$ cat src/rtl/clock_set_ctrl.sv
// ============================================================================
// clock_set_ctrl
// ----------------------------------------------------------------------------
// Sequencing controller for the calendar's chained time counters
// (seconds mod 60, minutes mod 60, hours mod 24).
//
// RUN mode:
//   The 1 Hz tick and the counter carries become per-counter increment
//   enables. Carries are sampled in the same cycle as the tick, so the
//   seconds, minutes and hours enables of a full rollover pulse together.
//
// SET modes (SET_HOUR, SET_MIN, SET_SEC):
//   The tick cascade is suppressed. A rising edge on the increment button
//   pulses the enable of the selected field only (seconds are zeroed via
//   sec_clr rather than incremented). The selected field blinks, and after
//   TIMEOUT ticks without any button edge the controller falls back to RUN.
//
// The mode button cycles RUN -> SET_HOUR -> SET_MIN -> SET_SEC -> RUN.
// Every output is registered: an event in cycle N shows up in cycle N+1
// as a single-cycle pulse.
//
// Parameters:
//   TIMEOUT  ticks without a button edge before SET mode exits to RUN
//   TW       width of the timeout counter, 2**TW must exceed TIMEOUT
//
// Ports:
//   clk        in   system clock
//   rst        in   asynchronous reset, active low
//   tick       in   one-cycle pulse, once per second
//   btn_mode   in   mode button level (debounced, synchronised)
//   btn_inc    in   increment button level (debounced, synchronised)
//   sec_carry  in   seconds counter at terminal value 59
//   min_carry  in   minutes counter at terminal value 59
//   sec_en     out  seconds counter increment enable (pulse)
//   min_en     out  minutes counter increment enable (pulse)
//   hour_en    out  hours counter increment enable (pulse)
//   sec_clr    out  seconds counter synchronous clear (pulse)
//   mode       out  0 RUN, 1 SET_HOUR, 2 SET_MIN, 3 SET_SEC
//   blink      out  blink indicator for the selected field, 0 in RUN
//   set_active out  1 whenever mode is not RUN
// ============================================================================
module clock_set_ctrl #(
    parameter int TIMEOUT = 10,
    parameter int TW      = 4
) (
    input  logic       clk,
    input  logic       rst,
    input  logic       tick,
    input  logic       btn_mode,
    input  logic       btn_inc,
    input  logic       sec_carry,
    input  logic       min_carry,
    output logic       sec_en,
    output logic       min_en,
    output logic       hour_en,
    output logic       sec_clr,
    output logic [1:0] mode,
    output logic       blink,
    output logic       set_active
);

    // ------------------------------------------------------------------------
    // State encoding doubles as the externally visible mode value.
    // ------------------------------------------------------------------------
    typedef enum logic [1:0] {
        RUN      = 2'd0,
        SET_HOUR = 2'd1,
        SET_MIN  = 2'd2,
        SET_SEC  = 2'd3
    } state_t;

    // Mode-button sequencing; SET_SEC wraps back to RUN.
    function automatic state_t next_mode(input state_t cur);
        state_t nxt;
        case (cur)
            RUN:      nxt = SET_HOUR;
            SET_HOUR: nxt = SET_MIN;
            SET_MIN:  nxt = SET_SEC;
            default:  nxt = RUN;
        endcase
        return nxt;
    endfunction

    // ------------------------------------------------------------------------
    // Registers
    // ------------------------------------------------------------------------
    state_t          r_state;
    logic            r_prev_mode;
    logic            r_prev_inc;
    logic [TW-1:0]   r_tcnt;
    logic            r_sec_en;
    logic            r_min_en;
    logic            r_hour_en;
    logic            r_sec_clr;
    logic            r_blink;
    logic            r_set_active;

    // ------------------------------------------------------------------------
    // Combinational helpers
    // ------------------------------------------------------------------------
    logic   w_mode_edge;
    logic   w_inc_edge;
    logic   w_timeout_hit;
    state_t w_next_state;

    assign w_mode_edge   = btn_mode & ~r_prev_mode;
    assign w_inc_edge    = btn_inc  & ~r_prev_inc;
    // The tick being processed is the one that brings the count to TIMEOUT.
    assign w_timeout_hit = (r_tcnt == TW'(TIMEOUT - 1));
    assign w_next_state  = next_mode(r_state);

    // ------------------------------------------------------------------------
    // Controller FSM with registered outputs
    // ------------------------------------------------------------------------
    always_ff @(posedge clk or negedge rst) begin
        if (!rst) begin
            r_state      <= RUN;
            // History registers start high so a button held through reset
            // does not register as a press on release.
            r_prev_mode  <= 1'b1;
            r_prev_inc   <= 1'b1;
            r_tcnt       <= '0;
            r_sec_en     <= 1'b0;
            r_min_en     <= 1'b0;
            r_hour_en    <= 1'b0;
            r_sec_clr    <= 1'b0;
            r_blink      <= 1'b0;
            r_set_active <= 1'b0;
        end else begin
            r_prev_mode <= btn_mode;
            r_prev_inc  <= btn_inc;

            // Enables are pulses: cleared unless set again below.
            r_sec_en  <= 1'b0;
            r_min_en  <= 1'b0;
            r_hour_en <= 1'b0;
            r_sec_clr <= 1'b0;

            case (r_state)
                RUN: begin
                    r_tcnt <= '0;
                    // The tick cascade still fires when a mode edge
                    // coincides with the tick.
                    if (tick) begin
                        r_sec_en  <= 1'b1;
                        r_min_en  <= sec_carry;
                        r_hour_en <= sec_carry & min_carry;
                    end
                    if (w_mode_edge) begin
                        r_state      <= SET_HOUR;
                        r_blink      <= 1'b1;
                        r_set_active <= 1'b1;
                    end else begin
                        r_blink      <= 1'b0;
                        r_set_active <= 1'b0;
                    end
                end

                default: begin
                    if (w_mode_edge) begin
                        // Mode edge has priority over a simultaneous
                        // increment; entering any SET field restarts the
                        // blink in its visible phase.
                        r_state      <= w_next_state;
                        r_tcnt       <= '0;
                        r_blink      <= (w_next_state != RUN);
                        r_set_active <= (w_next_state != RUN);
                    end else if (w_inc_edge) begin
                        r_tcnt <= '0;
                        case (r_state)
                            SET_HOUR: r_hour_en <= 1'b1;
                            SET_MIN:  r_min_en  <= 1'b1;
                            default:  r_sec_clr <= 1'b1;
                        endcase
                        if (tick) begin
                            r_blink <= ~r_blink;
                        end
                    end else if (tick) begin
                        if (w_timeout_hit) begin
                            r_state      <= RUN;
                            r_tcnt       <= '0;
                            r_blink      <= 1'b0;
                            r_set_active <= 1'b0;
                        end else begin
                            r_tcnt  <= r_tcnt + 1'b1;
                            r_blink <= ~r_blink;
                        end
                    end
                end
            endcase
        end
    end

    // ------------------------------------------------------------------------
    // Outputs
    // ------------------------------------------------------------------------
    assign sec_en     = r_sec_en;
    assign min_en     = r_min_en;
    assign hour_en    = r_hour_en;
    assign sec_clr    = r_sec_clr;
    assign mode       = r_state;
    assign blink      = r_blink;
    assign set_active = r_set_active;

endmodule

$ cat config.mk
export PLATFORM = sky130hd
export DESIGN_NAME = clock_set_ctrl
export DESIGN_NICKNAME = d
export VERILOG_FILES = /design/src/rtl/clock_set_ctrl.sv
export SDC_FILE = /design/constraint.sdc
export NUM_CORES = 1
export LEC_CHECK = 0
export CELL_PAD_IN_SITES_DETAIL_PLACEMENT = 0
export CELL_PAD_IN_SITES_GLOBAL_PLACEMENT = 2
export CORE_AREA = 2 2 48 59
export CTS_CLUSTER_SIZE = 14
export DETAILED_ROUTE_END_ITERATION = 10
export DIE_AREA = 0 0 50 61
export GPL_ROUTABILITY_DRIVEN = 0
export PLACE_DENSITY_LB_ADDON = 0.1
export SYNTH_ARGS = -nofsm -noshare
export SYNTH_HDL_FRONTEND = slang
export SYNTH_SLANG_ARGS = --single-unit
$ cat constraint.sdc
create_clock -name clk -period 1.7 [get_ports clk]
set_clock_uncertainty 0.05 [all_clocks]
set_input_delay 0.34 -clock clk [delete_from_list [all_inputs] [get_ports clk]]
set_output_delay 0.34 -clock clk [all_outputs]
set_load 0.1 [all_outputs]
# After elaboration in Yosys (flattened, before gate mapping)
# Cells that the tools add are included.
[classes]
muxes = 40
bitwise_logic = 6
eq_ne = 6
n_reduce_logical = 10
n_addsub = 1
[ops]
columns = ["operator", "count"]
rows = [
  ["two-way mux 1 bit", 28],
  ["two-way mux 4 bit", 5],
  ["two-way mux 2 bit", 6],
  ["one-hot mux 2 bit (3 select lines)", 1],
  ["nonzero test 2 bit", 3],
  ["nonzero test 3 bit", 2],
  ["adder 4 x 1 -> 4 bit, second input constant", 1],
  ["== test 4 bit, second input constant", 1],
  ["!= test 2 bit, second input constant", 2],
  ["AND reduction 4 bit", 1],
  ["nonzero test 4 bit", 1],
  ["AND 1 bit", 3],
  ["!= test 3 x 2 -> 1 bit, second input constant", 1],
  ["NOT 1 bit", 3],
  ["AND reduction 3 bit", 1],
  ["== test 2 x 1 -> 1 bit, second input constant", 1],
  ["== test 2 bit, second input constant", 1],
  ["zero test 2 bit", 1],
  ["OR reduction 2 bit", 1],
]
[totals]
regBits = 14
word_cells = 73
out_inout_bits = 8
inputBits = 7

# Depth between registers and ports, before layout
# Gate-level depths: netlist of the first run.
[depth]
word_depth = 6
depth_mapped = 5
ltp_nobuf = 5

# Worst setup path after synthesis of the first run
# OpenSTA, ideal clock, no wires.
[synth_timing]
path_kind = "reg-to-reg"
from = "reg r_state[0] (netlist: mode[0])"
to = "reg r_state[1] (netlist: mode[1])"
period_less_slack_ps = 2033
path_buffers = 0
path_stages_with_launch = 6
arrival_time_ps = 1863
setup_ps = 120
path_slack_ps = -333
required_time_ps = 1530
cell_sequence = "dfrtp_1 inv_1 ha_1 nor2b_1 a311oi_1 a31o_1"
[synth_between]
elab_chain_cells = 4
elab_cells_between_ends = 8
classes_between = "eq/ne: 3; mux: 3; reduce/logical: 2"
[synth_lines]
columns = ["element", "line_no", "source"]
rows = [
  ["from (decl)", "87", "state_t r_state;"],
  ["from (signal assigned)", "164", "r_state <= w_next_state;"],
  ["== test 2 bit (tied with other cells)", "75", "case (cur)"],
  ["one-hot mux 2 bit (3 select lines)", "75", ""],
  ["two-way mux 2 bit", "160", "if (w_mode_edge) begin"],
  ["two-way mux 2 bit", "139", "case (r_state)"],
]
# Parallel ways exist; a longest one is shown, timed or not.
# A chain may end at the register's enable or synchronous reset.

# Final worst setup path of the first run
# Same ends and word-level chain as after synthesis.

==> results of run 1 <==
worst min-delay path by stage:
stage               startpoint         to  slack (ns)  cells after the start
floorplan                  rst      blink      -0.006                      0
global placement     r_tcnt[3]  r_tcnt[3]        0.50                      2
detailed placement   r_tcnt[3]  r_tcnt[3]        0.51                      2
CTS                        rst    mode[0]        0.32                      2
global route               rst    mode[0]        0.33                      2
finish                     rst    mode[0]        0.31                      2
flip-flops by register name, summed over array words and instances, names as in the netlist:
name,count
min_en,1
hour_en,1
sec_clr,1
sec_en,1
r_prev_mode,1
set_active,1
mode,2
r_prev_inc,1
r_tcnt,4
blink,1
synthesized netlist by cell type (all sizes together) (3+ instances only):
cell type  count
inv            5
or3            3
o21ai          3
dfrtp         12
ha             6
nand2          5
nand2b         3
a21oi          4
metrics by stage:
stage                     cells  hold slack (ns)  total power (W)
final                       120            0.312          0.00168
after global routing        120            0.332          0.00176
after CTS                   120            0.319          0.00168
after detailed placement    116            0.505          0.00148
after global placement      116            0.505          0.00148
after floorplan              66         -0.00559          0.00111
cells by family after synthesis:
logic type	count (synthesis)	share of synthesized area (%)
flip-flops	14	49.6
AND/OR/NAND/NOR	26	21.3
buffers and inverters	5	2.64
AO/OA/AOI/OAI	15	16.0
adder cells (fa/ha/maj)	6	10.5
power by group through the flow:
stage / clock, W / combinational, W / sequential [W]
4_1_cts: 0.000206 / 0.000974 / 0.000502
5_1_grt: 0.000227 / 0.00102 / 0.000512
6_report: 0.000201 / 0.000976 / 0.000501
3_3_place_gp: 0 / 0.000978 / 0.000507
3_5_place_dp: 0 / 0.000968 / 0.000507
2_1_floorplan: 0 / 0.000216 / 0.000889
layout make-up:
type / instances / area, um^2 / area share [%]
clock buffers: 4 / 26.3 / 2.55
well taps: 33 / 41.3 / 4.01
multi-input cells: 47 / 343 / 33.3
inverters: 5 / 18.8 / 1.82
repair buffers: 17 / 243 / 23.6
flip-flops and latches: 14 / 358 / 34.8
critical path: stages (launching register included):
cell      delay, ns
dfrtp_4        0.51
inv_1          0.13
ha_2           0.28
nor2b_1        0.07
a311oi_1       0.28
a31o_1         0.14
routing by layer:
metal	track usage, %	routed length, um	vias to the layer above
met3	2.46	55	2
met2	17.7	757	8
met5	0	0	-
met4	7.14	19	0
met1	15.3	726	288
li1	-	-	279
==> reports/metrics.yaml, run 1 <==
status:
  outcome: "completed"
power:
  internal-power_w: 0.000857
  p_sw_share_pct: 48.9
  p_leak_nw: 0.459
  pwr-share-seq_pct: 29.8
  pwr-share-clk_pct: 12.0
  power_density_nw_per_um2: 1630
  peakVddDrop_v: 0.00110
  p_sw_w: 0.000820
  combPwrFrac_pct: 58.2
critical_path:
  crit_required_ns: 1.87
  reg2reg_from: "mode[0]"
  ff2ff_setup_slack_ns: 0.18
  cp_max_fo: 8
  worstSetupStartpointType: "register"
  startpoint: "mode[0]"
  crit_end: "mode[1]"
  crit_type: "register to register"
  r2r_cells: 5
  arrival_ns: 1.69
  end_kind: "register"
  regToRegEndpoint: "mode[1]"
cts:
  h-tree-depth: 1
  post-cts-setup-buffer-count: 0
  numCtsBuffers: 3
  clk_pin_slew_worst_paths_ns: 0.09
  cts_resized: 0
  clkLatencyLatePin_ns: 0.28
  clockRootBuffer: "clkbuf_4"
  cts.sinks: 14
  cts_tree: "yes"
  cts.path.max_buffers: 2
  postCtsHoldBufs: 0
sta:
  fin_crit_ns: 1.52
  tightest_slew_ns: 0.271
  fin_ws_ns: 0.178
  rsz0062_at_grt: "false"
  setup_viol: 0
  min_period_over_period_pct: 89.5
  slew_viol_final: 0
  tns_ns: 0
  hold_violations: 0
  max_freq_ghz: 0.657
  relSlewSlack_pct: 81.9
placement:
  port_buffers: 14
  post_dp_cell_area_um2: 1000
  place_worst_setup_slack_ns: 0.00290
  hpwlAfterDp_um: 1130
logic_synthesis:
  synth_ff_type: "dfrtp_1"
  synth_area_um2: 712
  synth_nets: 79
  synth-edff-count: 0
  synth_area_leaders: "dfrtp_1 42%, ha_1 11%, dfstp_2 7.4%, a21oi_1 2.8%, inv_1 2.6%"
  syn_inst: 66
  ys_warn_count: 0
  synth_seq_cells: 14
  synth_top_cell_by_area: "dfrtp_1"
  async_reset_ff_share_pct: 100
  synth_top_area_share_pct: 42.2
  avgSynthCellArea_um2: 10.8
  synthDistinctLibCells: 27
  seq_area_frac_synth_pct: 49.6
route:
  vias_per_cell: 4.81
  post-route-drc-count: 0
  wl_um: 1560
  first_pass_iters: 3
  drt-wirelength-per-cell_um: 13.0
  postRouteAntennaNets: 0
  drt_iter0_markers: 11
  vias: 577
finish:
  drive_above_1_share_pct: 25.3
  final_core_util_pct: 41.6
  nNetsFinal: 101
  layout_common_cells: "10 x dfrtp_1, 8 x buf_12, 6 x clkdlybuf4s50_1"
  syn2layout_area_growth_pct: 44.6
  final_common_cell: "dfrtp_1"
  final.fill_count: 252
  antenna_cells: 0
  finalInstanceArea_um2: 1030
worst_hold_path:
  hp-class: "input port to async pin"
die:
  dieArea_um2: 3050
  rows: 20
  dieWidth_um: 50
  coreArea_um2: 2480
  start_util_pct: 28.7
  die_h_um: 61
  ios: 15
global_route:
  first_global_vias: 584
  grt_max_degree: 15
  gr-total-overflow: 0
  antenna_found_initial: 0
  grt_pass1_wl_um: 2590
  gr-usage-all-layers_pct: 11.7
flow_run:
  cap_violations: 0
(Power assumes the default switching activity.)
==> run 2, diff against run 1 <==
==> config.mk (replaced) <==
export PLATFORM = sky130hd
export DESIGN_NAME = clock_set_ctrl
export DESIGN_NICKNAME = d
export VERILOG_FILES = /design/src/rtl/clock_set_ctrl.sv
export SDC_FILE = /design/constraint.sdc
export NUM_CORES = 1
export LEC_CHECK = 0
export CORE_AREA = 2 2 42 44
export CTS_CLUSTER_SIZE = 14
export DETAILED_ROUTE_END_ITERATION = 10
export DIE_AREA = 0 0 44 46
export GPL_ROUTABILITY_DRIVEN = 0
export PLACE_DENSITY = 0.73
export SYNTH_ARGS = -nofsm -noshare
export SYNTH_HDL_FRONTEND = slang
export SYNTH_SLANG_ARGS = --single-unit
==> run 2 against run 1 <==
  * Flip-flop and latch count unchanged
  * Via count grew 3.6%
  * Non-clock buffer count did not move
  * Clock-buffer cell count unchanged
  * Combinational power down 0.8%
  * Worst hold slack worse by 0.0033 ns
  * Cell count down 13%
  * Register-to-register slack worse by 0.03 ns
  * Clock power up 21%
  * Sequential share of layout area up 0.43 points
  * Utilization is 21 points higher
  * Critical endpoint is now r_tcnt[0]
  * Largest power group unchanged
==> reports/metrics.yaml, run 2 (synthesized netlist as in run 1, its figures left out) <==
power:
  peakVddDrop_v: 0.00115
  power_density_nw_per_um2: 1680
  p_total_w: 0.00171
  p_leak_nw: 0.466
die:
  coreArea_um2: 1610
  die_h_um: 46
  rows: 15
  start_util_pct: 44.1
  dieWidth_um: 44
  ios: 15
  dieArea_um2: 2020
flow_run:
  cap_violations: 0
status:
  outcome: "completed"
cts:
  cts.sinks: 14
  h-tree-depth: 1
  numCtsBuffers: 3
  cts_tree: "yes"
  post-cts-setup-buffer-count: 0
  clockRootBuffer: "clkbuf_4"
  cts_resized: 0
  postCtsHoldBufs: 0
  cts.path.max_buffers: 2
  clkLatencyLatePin_ns: 0.28
  clk_pin_slew_worst_paths_ns: 0.09
placement:
  hpwlAfterDp_um: 1110
  port_buffers: 14
  placed_cells: 100
global_route:
  antenna_found_initial: 0
  gr-total-overflow: 0
  grt_max_degree: 15
  grt_pass1_wl_um: 2640
  first_global_vias: 619
  gr-usage-all-layers_pct: 18.4
sta:
  hold_violations: 0
  tightest_slew_ns: 0.271
  slew_viol_final: 0
  holdWs_ns: 0.309
  tns_ns: 0
  fin_crit_ns: 1.55
  setup_viol: 0
  relSlewSlack_pct: 81.7
  max_freq_ghz: 0.644
  min_period_over_period_pct: 91.4
  rsz0062_at_grt: "false"
critical_path:
  crit_type: "register to register"
  max_stage_delay_ns: 0.51
  crit_required_ns: 1.82
  end_kind: "register"
  cp_max_fo: 8
  worstSetupStartpointType: "register"
  crit_chain: "inv_1 -> ha_1 -> inv_1 -> nand3_1 -> a21oi_1"
  cp_common_cell: "inv_1"
  ff2ff_setup_slack_ns: 0.15
  cp_slowest_cell: "dfrtp_4"
  arrival_ns: 1.67
route:
  drt_iter0_markers: 14
  postRouteAntennaNets: 0
  vias: 598
  first_pass_iters: 5
  drt-wirelength-per-cell_um: 13.9
  vias_per_cell: 5.75
  post-route-drc-count: 0
  wl_um: 1450
finish:
  nNetsFinal: 101
  largest_register_ffs: 4
  final_common_cell: "dfrtp_1"
  largest-register: "r_tcnt"
  antenna_cells: 0
  drive_above_1_share_pct: 25.3
  final_cells: 104
  syn2layout_area_growth_pct: 42.9
  layout_common_cells: "10 x dfrtp_1, 8 x buf_12, 6 x ha_1, 6 x clkdlybuf4s50_1"
worst_hold_path:
  hp-class: "input port to async pin"
[run 2: worst paths after layout]
path / startpoint / end / cells past startpoint
min in group clk: btn_inc / r_prev_inc / 1
max: mode[0] / r_tcnt[0] / 5
max reg2reg: mode[0] / r_tcnt[0] / 5
min reg2reg: r_tcnt[3] / r_tcnt[3] / 2
min: rst / r_tcnt[2] / 2
max in group asynchronous: rst / r_prev_mode / 2
[run 2: worst max-delay path: cells and delay by family, from the launching register on]
family | cells | cell delay (ns)
adder cells (fa/ha/maj) | 1 | 0.32
AO/OA/AOI/OAI | 1 | 0.07
flip-flops | 1 | 0.51
buffers and inverters | 2 | 0.30
AND/OR/NAND/NOR | 1 | 0.19
[run 2: final cells by class]
type	instances	area (um^2)
tap	17	21.3
multi-input combinational	47	340
clock buffer	4	36.3
sequential	14	358
fill	130	597
inverter	5	18.8
timing repair buffer	17	243
[run 2: report_power, final]
group / switching [W] / total (W) / internal (W)
sequential: 0.0000865 / 0.000499 / 0.000413
combinational: 0.000620 / 0.000968 / 0.000348
clock: 0.000113 / 0.000243 / 0.000130
[run 2: per-stage QoR]
step	area [um^2]	utilization (%)	worst slack (ns)
2_1_floorplan	717	-	0.0385
3_3_place_gp	981	60.8	0.0465
3_5_place_dp	981	60.8	-0.0442
4_1_cts	1020	63.0	0.133
5_1_grt	1020	63.0	0.0162
6_report	1020	63.0	0.147
[run 2: metal layers]
layer	global-route usage (%)	wire (um)	vias to the layer above
met4	12.7	36	0
met2	29.4	697	21
li1	-	-	282
met3	5.16	77	4
met5	0	0	-
met1	21.2	637	291
==> run 3, diff against run 2 <==
--- a/config.mk
+++ b/config.mk
@@ -10,6 +10,7 @@
 export DETAILED_ROUTE_END_ITERATION = 10
 export DIE_AREA = 0 0 44 46
 export GPL_ROUTABILITY_DRIVEN = 0
+export GPL_TIMING_DRIVEN = 0
 export PLACE_DENSITY = 0.73
 export SYNTH_ARGS = -nofsm -noshare
 export SYNTH_HDL_FRONTEND = slang
==> run 3 against run 2 <==
  * Register-to-register slack about the same
  * Global-route usage decreased by 3.2 points
  * Worst hold slack improved by 0.075 ns
  * Non-clock buffer count decreased by 3
  * Worst setup slack got worse by 0.11 ns
  * Combinational power decreased by 16%
  * Cell area decreased by 9.1%
  * Clock power about the same
  * Utilization decreased by 5.7 points
  * Critical path depth decreased by 4
  * Sequential share of layout area increased by 3.5 points
  * Power decreased by 11%
==> reports/metrics.yaml, run 3 (synthesized netlist as in run 1, its figures left out) <==
cts:
  cts.sinks: 14
  postCtsHoldBufs: 0
  clk_pin_slew_worst_paths_ns: 0.09
  h-tree-depth: 1
  clkLatencyLatePin_ns: 0.28
  numCtsBuffers: 3
  cts_tree: "yes"
  cts.path.max_buffers: 2
  clockRootBuffer: "clkbuf_4"
  cts_resized: 24
  post-cts-setup-buffer-count: 0
finish:
  final_core_util_pct: 57.3
  nNetsFinal: 98
  largest-register: "r_tcnt"
  syn2layout_area_growth_pct: 29.9
  final_common_cell: "dfrtp_1"
  final_cells: 101
  antenna_cells: 0
  layout_common_cells: "10 x dfrtp_1, 8 x clkdlybuf4s15_2, 6 x ha_1, 6 x clkdlybuf4s50_1"
  drive_above_1_share_pct: 22.6
  largest_register_ffs: 4
sta:
  setup_viol: 0
  rsz0062_at_grt: "false"
  max_freq_ghz: 0.601
  fin_ws_ns: 0.0357
  tightest_slew_ns: 0.613
  relSlewSlack_pct: 59.0
  min_period_over_period_pct: 97.9
  hold_violations: 0
  fin_crit_ns: 1.66
  slew_viol_final: 0
route:
  drt-wirelength-per-cell_um: 12.7
  first_pass_iters: 4
  postRouteAntennaNets: 0
  wl_um: 1280
  drt_iter0_markers: 12
  vias: 560
  vias_per_cell: 5.54
  post-route-drc-count: 0
global_route:
  grt_pass1_wl_um: 2240
  first_global_vias: 513
  met3_usage_pct: 2.78
  grt_max_degree: 15
  antenna_found_initial: 0
  met1_usage_pct: 20.3
  met2_usage_pct: 23.8
  gr-usage-all-layers_pct: 15.2
  grt.busiest_layer: "met2"
  gr-total-overflow: 0
critical_path:
  cp_max_fo: 4
  end_kind: "output port"
  worstSetupStartpointType: "register"
  path_delay_family: "buffers and inverters"
  max_stage_delay_ns: 0.56
  cp.buffers_inverters: 1
  crit_chain: "clkdlybuf4s15_2"
  crit_required_ns: 1.31
  crit_type: "register to output port"
  arrival_ns: 1.27
  cp_slowest_cell: "clkdlybuf4s15_2"
power:
  peakVddDrop_v: 0.000954
  p_sw_share_pct: 51.4
  combPwrFrac_pct: 53.5
  pwr-share-seq_pct: 30.4
  internal-power_w: 0.000742
  pwr-share-clk_pct: 16.0
  power_density_nw_per_um2: 1650
  p_total_w: 0.00152
  p_leak_nw: 0.415
  p_sw_w: 0.000783
worst_hold_path:
  hp-class: "input port to async pin"
placement:
  port_buffers: 14
  placed_cells: 97
  place_worst_setup_slack_ns: -0.233
  hpwlAfterDp_um: 923
die:
  coreArea_um2: 1610
  die_h_um: 46
  dieWidth_um: 44
  start_util_pct: 44.1
  rows: 15
  dieArea_um2: 2020
  ios: 15
status:
  outcome: "completed"
flow_run:
  cap_violations: 0
run 3: cell count changes in the layout (fill, tap and decap cells not counted):
cell | previous run | this run
buf_12 | 8 | 0
buf_4 | 3 | 0
clkdlybuf4s15_2 | 0 | 8
run 3: layout make-up:
type | count | area [um^2]
timing repair buffer | 14 | 150
fill | 129 | 689
sequential | 14 | 358
tap | 17 | 21.3
clock buffer | 4 | 36.3
inverter | 5 | 18.8
multi-input combinational | 47 | 340
run 3: metal layers:
metal	vias to the layer above	wire (um)
li1	272	-
met1	266	624
met2	18	564
met3	4	68
met4	0	27
met5	-	0
run 3: power groups by stage:
| stage | logic, W | registers, W | clock network [W] |
|---|---|---|---|
| floorplan | 0.000216 | 0.000889 | 0 |
| global placement | 0.000827 | 0.000466 | 0 |
| detailed placement | 0.000831 | 0.000471 | 0 |
| CTS | 0.000817 | 0.000464 | 0.000247 |
| global route | 0.000863 | 0.000476 | 0.000259 |
| finish | 0.000816 | 0.000464 | 0.000244 |
run 3: per-stage QoR:
stage | TNS [ns] | instance area (um^2) | hold slack, ns
2_1_floorplan | 0 | 717 | -0.00559
3_3_place_gp | -1.28 | 878 | 0.497
3_5_place_dp | -1.37 | 878 | 0.510
4_1_cts | 0 | 925 | 0.412
5_1_grt | 0 | 925 | 0.440
6_report | 0 | 925 | 0.384
run 3: worst paths after layout:
kind | to | cells past startpoint | slack [ns] | from
worst max-delay path | mode[0] | 1 | 0.04 | mode[0]
worst min-delay path | min_en | 1 | 0.38 | rst
worst max register to register | mode[1] | 5 | 0.16 | mode[0]
min in group clk | r_prev_inc | 1 | 0.44 | btn_inc
max in group asynchronous | mode[0] | 1 | 0.77 | rst
worst min register to register | set_active | 2 | 0.52 | set_active
